File: config.mk
export PLATFORM = sky130hd
export DESIGN_NAME = mips_wb_select
export DESIGN_NICKNAME = d
export VERILOG_FILES = /design/src/rtl/mips_wb_pkg.sv /design/src/rtl/wb_skid_fifo.sv /design/src/rtl/mips_wb_select.sv
export SDC_FILE = /design/constraint.sdc
export NUM_CORES = 1
export LEC_CHECK = 0
export ABC_AREA = 1
export CAP_MARGIN = 15
export CELL_PAD_IN_SITES_DETAIL_PLACEMENT = 0
export CELL_PAD_IN_SITES_GLOBAL_PLACEMENT = 2
export CORE_MARGIN = 5
export CORE_UTILIZATION = 23
export DETAILED_ROUTE_END_ITERATION = 16
export PLACE_DENSITY_LB_ADDON = 0.1
export SETUP_SLACK_MARGIN = 0.1
export SLEW_MARGIN = 20
export SYNTH_ARGS = -nofsm -noshare
export SYNTH_HDL_FRONTEND = slang
export SYNTH_SLANG_ARGS = --single-unit
export TNS_END_PERCENT = 30
File: constraint.sdc
create_clock -name clk -period 3 [get_ports clk]
set_input_delay 0.3 -clock clk [delete_from_list [all_inputs] [get_ports clk]]
set_output_delay 0.3 -clock clk [all_outputs]
set_load 0.05 [all_outputs]
File: src/rtl/mips_wb_pkg.sv
// Shared types and constants for the MIPS write-back result selector.
package mips_wb_pkg;

   localparam int REG_ADDR_W = 5;
   localparam int DEF_WIDTH  = 32;
   localparam int DEF_NSRC   = 4;

   typedef enum logic [0:0] {
      IDLE = 1'b0,
      WAIT = 1'b1
   } wb_state_e;

endpackage

File: src/rtl/wb_skid_fifo.sv
// Two-entry in-order result buffer (data + register tag) between the selector and the write port.
module wb_skid_fifo #(
   parameter int DATA_W = 32,
   parameter int TAG_W  = 5
) (
   input  logic              clk,
   input  logic              rst_n,
   input  logic              push,
   input  logic [DATA_W-1:0] push_data,
   input  logic [TAG_W-1:0]  push_tag,
   input  logic              pop,
   output logic [DATA_W-1:0] head_data,
   output logic [TAG_W-1:0]  head_tag,
   output logic [1:0]        count
);

   logic [DATA_W-1:0] data_mem [2];
   logic [TAG_W-1:0]  tag_mem  [2];
   logic              wr_ptr;
   logic              rd_ptr;

   always_ff @(posedge clk or negedge rst_n) begin
      if (!rst_n) begin
         wr_ptr <= 1'b0;
         rd_ptr <= 1'b0;
         count  <= 2'd0;
      end else begin
         if (push) wr_ptr <= ~wr_ptr;
         if (pop)  rd_ptr <= ~rd_ptr;
         unique case ({push, pop})
            2'b10:   count <= count + 2'd1;
            2'b01:   count <= count - 2'd1;
            default: count <= count;
         endcase
      end
   end

   // Storage is data-only; an empty buffer presents zeros instead of stale entries.
   always_ff @(posedge clk) begin
      if (push) begin
         data_mem[wr_ptr] <= push_data;
         tag_mem[wr_ptr]  <= push_tag;
      end
   end

   assign head_data = (count != 2'd0) ? data_mem[rd_ptr] : '0;
   assign head_tag  = (count != 2'd0) ? tag_mem[rd_ptr]  : '0;

endmodule

File: src/rtl/mips_wb_select.sv
// Registered write-back result selector with late-source wait and 2-entry output buffer.
// Optional illegal-select checker enabled by defining WBSEL_CHK_EN.
module mips_wb_select
   import mips_wb_pkg::*;
#(
   parameter int              WIDTH     = DEF_WIDTH,
   parameter int              NSRC      = DEF_NSRC,
   parameter int              SELW      = $clog2(NSRC),
   parameter logic [NSRC-1:0] LATE_MASK = NSRC'(4'b0100)
) (
   input  logic                  clk,
   input  logic                  rst_n,
   input  logic                  in_valid,
   output logic                  in_ready,
   input  logic [SELW-1:0]       in_sel,
   input  logic [REG_ADDR_W-1:0] in_dest,
   input  logic [NSRC*WIDTH-1:0] src_data,
   input  logic [NSRC-1:0]       late_done,
   output logic                  out_valid,
   input  logic                  out_ready,
   output logic [WIDTH-1:0]      out_data,
   output logic [REG_ADDR_W-1:0] out_dest,
   output logic                  busy,
   output logic                  sel_err
);

   localparam int NPAD = 1 << SELW;

   // Sources padded to the full select range; unused slots read as early, zero data.
   logic [WIDTH-1:0] src_pad [NPAD];
   logic [NPAD-1:0]  late_pad;
   logic [NPAD-1:0]  done_pad;
   logic [NPAD-1:0]  legal_pad;

   for (genvar g = 0; g < NPAD; g++) begin : g_pad
      if (g < NSRC) begin : g_src
         assign src_pad[g]   = src_data[g*WIDTH +: WIDTH];
         assign late_pad[g]  = LATE_MASK[g];
         assign done_pad[g]  = late_done[g];
         assign legal_pad[g] = 1'b1;
      end else begin : g_none
         assign src_pad[g]   = '0;
         assign late_pad[g]  = 1'b0;
         assign done_pad[g]  = 1'b0;
         assign legal_pad[g] = 1'b0;
      end
   end

   wb_state_e             state;
   logic [SELW-1:0]       sel_q;
   logic [REG_ADDR_W-1:0] dest_q;
   logic [1:0]            count;
   logic                  fifo_full;
   logic                  accept;
   logic                  take_late;
   logic                  pop;
   logic                  push_vld_p0;
   logic [WIDTH-1:0]      push_data_p0;
   logic [REG_ADDR_W-1:0] push_dest_p0;

   assign fifo_full = (count == 2'd2);
   assign in_ready  = (state == IDLE) && !fifo_full;
   assign busy      = (state == WAIT);
   assign accept    = in_valid && in_ready;
   assign take_late = accept && late_pad[in_sel] && !done_pad[in_sel];
   assign out_valid = (count != 2'd0);
   assign pop       = out_valid && out_ready;

   // Stage p0: choose what enters the buffer this cycle
   always_comb begin
      push_vld_p0  = 1'b0;
      push_data_p0 = src_pad[in_sel];
      push_dest_p0 = in_dest;
      if (state == WAIT) begin
         push_vld_p0  = done_pad[sel_q] && !fifo_full;
         push_data_p0 = src_pad[sel_q];
         push_dest_p0 = dest_q;
      end else begin
         push_vld_p0  = accept && !take_late;
      end
   end

   always_ff @(posedge clk or negedge rst_n) begin
      if (!rst_n) begin
         state <= IDLE;
      end else begin
         unique case (state)
            IDLE:    if (take_late)   state <= WAIT;
            WAIT:    if (push_vld_p0) state <= IDLE;
            default:                  state <= IDLE;
         endcase
      end
   end

   always_ff @(posedge clk) begin
      if (take_late) begin
         sel_q  <= in_sel;
         dest_q <= in_dest;
      end
   end

   // Stage p1: buffered results presented to the register-file write port
   wb_skid_fifo #(
      .DATA_W (WIDTH),
      .TAG_W  (REG_ADDR_W)
   ) u_fifo (
      .clk       (clk),
      .rst_n     (rst_n),
      .push      (push_vld_p0),
      .push_data (push_data_p0),
      .push_tag  (push_dest_p0),
      .pop       (pop),
      .head_data (out_data),
      .head_tag  (out_dest),
      .count     (count)
   );

`ifdef WBSEL_CHK_EN
   always_ff @(posedge clk or negedge rst_n) begin
      if (!rst_n) begin
         sel_err <= 1'b0;
      end else if (accept && !legal_pad[in_sel]) begin
         sel_err <= 1'b1;
      end
   end
`else
   assign sel_err = 1'b0;
`endif

endmodule
==> results by group <==
Global routing
  – GR met2 Demand/Resource: about a quarter
  – First-pass GRT wire length: 33.4 mm
  – Initial antenna violation count: 0
  – Vias in the first global route: between 5000 and 6000
  – Pin count of the biggest net entering global routing: 98
  – Met1 usage: 22.0%
  – GRT Max-Usage Layer: met2
  – M3 GR Usage: 2.55%
  – GRT Total Usage: between 10% and 20%
  – Remaining Overflow, GRT: 0

Setup path
  – CP Class: register to primary output
  – Startpoint types: register
  – Crit-path cells: buf_4, clkdlybuf4s50_1
  – CP top delay family: buffers and inverters
  – Worst EP required: 2.70 ns
  – CP max stage delay: 0.90 ns
  – CP Data Arrival Time: 2.29 ns
  – CP startpoint: busy$_DFF_PN0_
  – Slowest CP cell: clkdlybuf4s50_1
  – Crit-path max FO: 21
  – Buf+Inv Stages, Crit Path: 2
  – CP endpoint kind: primary output
  – R2r setup slk: roughly 0.80 ns
  – FF-to-FF Start: sel_q[0]$_DFFE_PP_

Floorplan
  – Core region area: 0.0242 mm^2
  – # IOs: 184
  – Initial core utilization: 23.2%
  – Die height: 166 um
  – Die W: 166 um
  – Rows: 57
  – Die area: roughly 0.028 mm^2

CTS
  – Clk buf depth: 2
  – CTS Sinks: 86
  – Later-pin clock latency in the skew report: 0.34 ns
  – CTS buffer count: 9
  – CTS tree: done
  – H-tree Lvls: 3
  – # Post-CTS Setup Buffers: 0
  – CTS resizes: 0
  – Clock slew at reported path FFs: 0.06 ns
  – CTS Root Cell: clkbuf_16
  – Post-CTS Hold Buffers: 0

STA
  – Max-slew violations: 0
  – Worst slew margin: 41.6%
  – RSZ-0062 raised after global routing: false
  – Period utilization: 86.3%
  – Worst slew pin tran: 0.876 ns
  – Setup TNS: 0 ns
  – Setup Viol. Count Final: 0
  – Fmax: 386 MHz
  – Fin Clk Skew: 0.00607 ns
  – Fin crit period: 2.59 ns
  – Final Hold Fails: 0
  – Setup ws final: about 0.4 ns

Layout
  – Final nets: 1055
  – Fraction of layout cells with a size suffix above 1: 8.95%
  – Post-route cell area: around 0.0083 mm^2
  – ANT cells: 0
  – Synth-to-Final Area Change: 48.5%

Route
  – Routed wire length per instance: between 15 and 20 um
  – Drt pass-1 iters: 5
  – Drt total wl: 21.9 mm
  – First DRT Iteration DRCs: 409
  – Vias per cell: 4.64
  – Via count: 5755
  – Number of routed nets with antenna violations: 0
  – Residual DRC: 0

Power and ir drop
  – Switching pwr: around 3200 uW
  – Pwr/cell area: 886 mW/mm^2
  – Lkg Pwr: around 0.0032 uW
  – Sw frac: between 40 and 50%
  – Sequential share of power: 25.1%
  – Clock Power Share: 15.2%
  – Max VDD drop: 0.550 mV
  – Tot Pwr: roughly 7400 uW
  – Gate power share: about three fifths
  – P_int: 4160 uW

Flow run
  – Max Cap Viol: 0

Synth
  – Synth Register Bits: 86
  – Synthesis Warnings: 0
  – Mapped Cells: 762
  – Synth Cell Area: 0.00561 mm^2
  – Yosys cell types: 22
  – Seq/Total Area, Yosys: 45.6%
  – Syn Nets: approximately 900
  – Syn avg cell area: 7.36 um^2

Place
  – Detail Placement HPWL: around 16 mm
  – Final Wtd Congestion: ~0.79
  – DP Worst Slack: 0.725 ns
  – IO buf count: 182
  – DP Area: around 0.008 mm^2

Outcome
  – Outcome: complete, no violations

Min path
  – Hold WC Path Type: input port to asynchronous set/reset pin
-- power groups by stage --
stage	sequential, uW	combinational [uW]	clock [uW]
finish	1850	4400	1120
global route	1880	4660	1210
CTS	1860	4470	1150
detailed placement	1880	4460	0
global placement	1880	4430	0
floorplan	1850	2270	0
-- final timing paths --
kind                                                     to  depth (start not counted)
min reg2reg                       u_fifo.wr_ptr$_DFFE_PN0N_                          2
max in group asynchronous                    busy$_DFF_PN0_                          1
min in group clk                  u_fifo.wr_ptr$_DFFE_PN0N_                          2
max                                                    busy                          2
min                               u_fifo.wr_ptr$_DFFE_PN0N_                          1
max reg2reg                u_fifo.data_mem[0][16]$_DFFE_PP_                          8
-- placed cells by master, fill, tap and decap left out --
cell	Yosys	layout
inv_8	0	1
nor2_4	0	2
bufinv_16	0	1
nand3_1	6	6
o21ai_2	1	1
nor2_1	68	66
inv_6	0	3
dfrtp_1	5	4
clkinv_2	0	1
ha_1	1	1
xor2_1	1	1
xnor2_1	2	2
conb_1	1	1
clkinvlp_4	0	1
clkbuf_16	0	9
o21ai_0	144	144
a21oi_1	103	103
inv_4	1	1
buf_12	0	38
o21ai_1	49	49
inv_2	2	3
nand2_1	194	194
edfxtp_1	81	81
inv_1	40	38
nand2_2	2	2
buf_4	2	16
clkdlybuf4s50_1	0	143
clkinv_1	0	1
buf_2	25	2
dfrtp_2	0	1
-- synthesized netlist by cell type --
master,instances,area (um^2)
a21oi_1,103,515
buf_1,4,15.0
buf_2,25,125
buf_4,2,15.0
buf_6,8,90.1
clkbuf_1,22,82.6
conb_1,1,3.75
dfrtp_1,5,125
edfxtp_1,81,2430
ha_1,1,12.5
inv_1,40,150
inv_2,2,7.51
inv_4,1,6.26
nand2_1,194,728
nand2_2,2,12.5
nand3_1,6,30.0
nor2_1,68,255
o21ai_0,144,721
o21ai_1,49,245
o21ai_2,1,8.76
xnor2_1,2,17.5
xor2_1,1,8.76
-- metal layers --
layer / vias up / share of wire, %
li1: 2876 / -
met1: 2666 / 49
met2: 185 / 44
met3: 28 / 4.8
met4: 0 / 1.9
met5: - / 0
-- cell families (layout without fill, tap and decap cells) --
kind of cell,Yosys count,in the layout,share of synthesized area [%]
compound gates,297,297,26.6
simple gates,270,270,18.3
buf+inv,104,258,8.77
flops,86,86,45.6
xor+xnor,3,3,0.469
fa+ha+maj,1,1,0.223
other cells,1,1,0.0669
-- registers in the layout, summed over array words and instances, names as in the netlist --
register         count
busy                 1
u_fifo.rd_ptr        1
u_fifo.tag_mem      10
dest_q               5
u_fifo.data_mem     64
u_fifo.wr_ptr        1
u_fifo.count         2
sel_q                2
-- layout make-up --
class	instances	area, um^2
Sequential cell	86	2560
Clock buffer	9	225
Fill cell	2486	15800
Tap cell	324	405
Clock inverter	7	80.1
Timing Repair Buffer	199	2320
Multi-Input combinational cell	572	2570
Inverter	43	164
-- worst reg2reg max path: stages, from the launching register on --
cell and delay, ns:
edfxtp_1 0.36, buf_4 0.40, nand2_1 0.11, nand3_1 0.11, nand3_1 0.08, nand2_1 0.12, nand3_1 0.12, inv_2 0.36
buf_12 0.24
-- per-stage QoR --
step	utilization, %	hold slack [ns]	std cells
2_1_floorplan	-	0.00441	762
3_3_place_gp	33.2	0.456	1224
3_5_place_dp	33.2	0.462	1224
4_1_cts	34.5	0.204	1240
5_1_grt	34.5	0.220	1240
6_report	34.5	0.211	1240
Note: power is estimated with default switching activity, not from simulation.
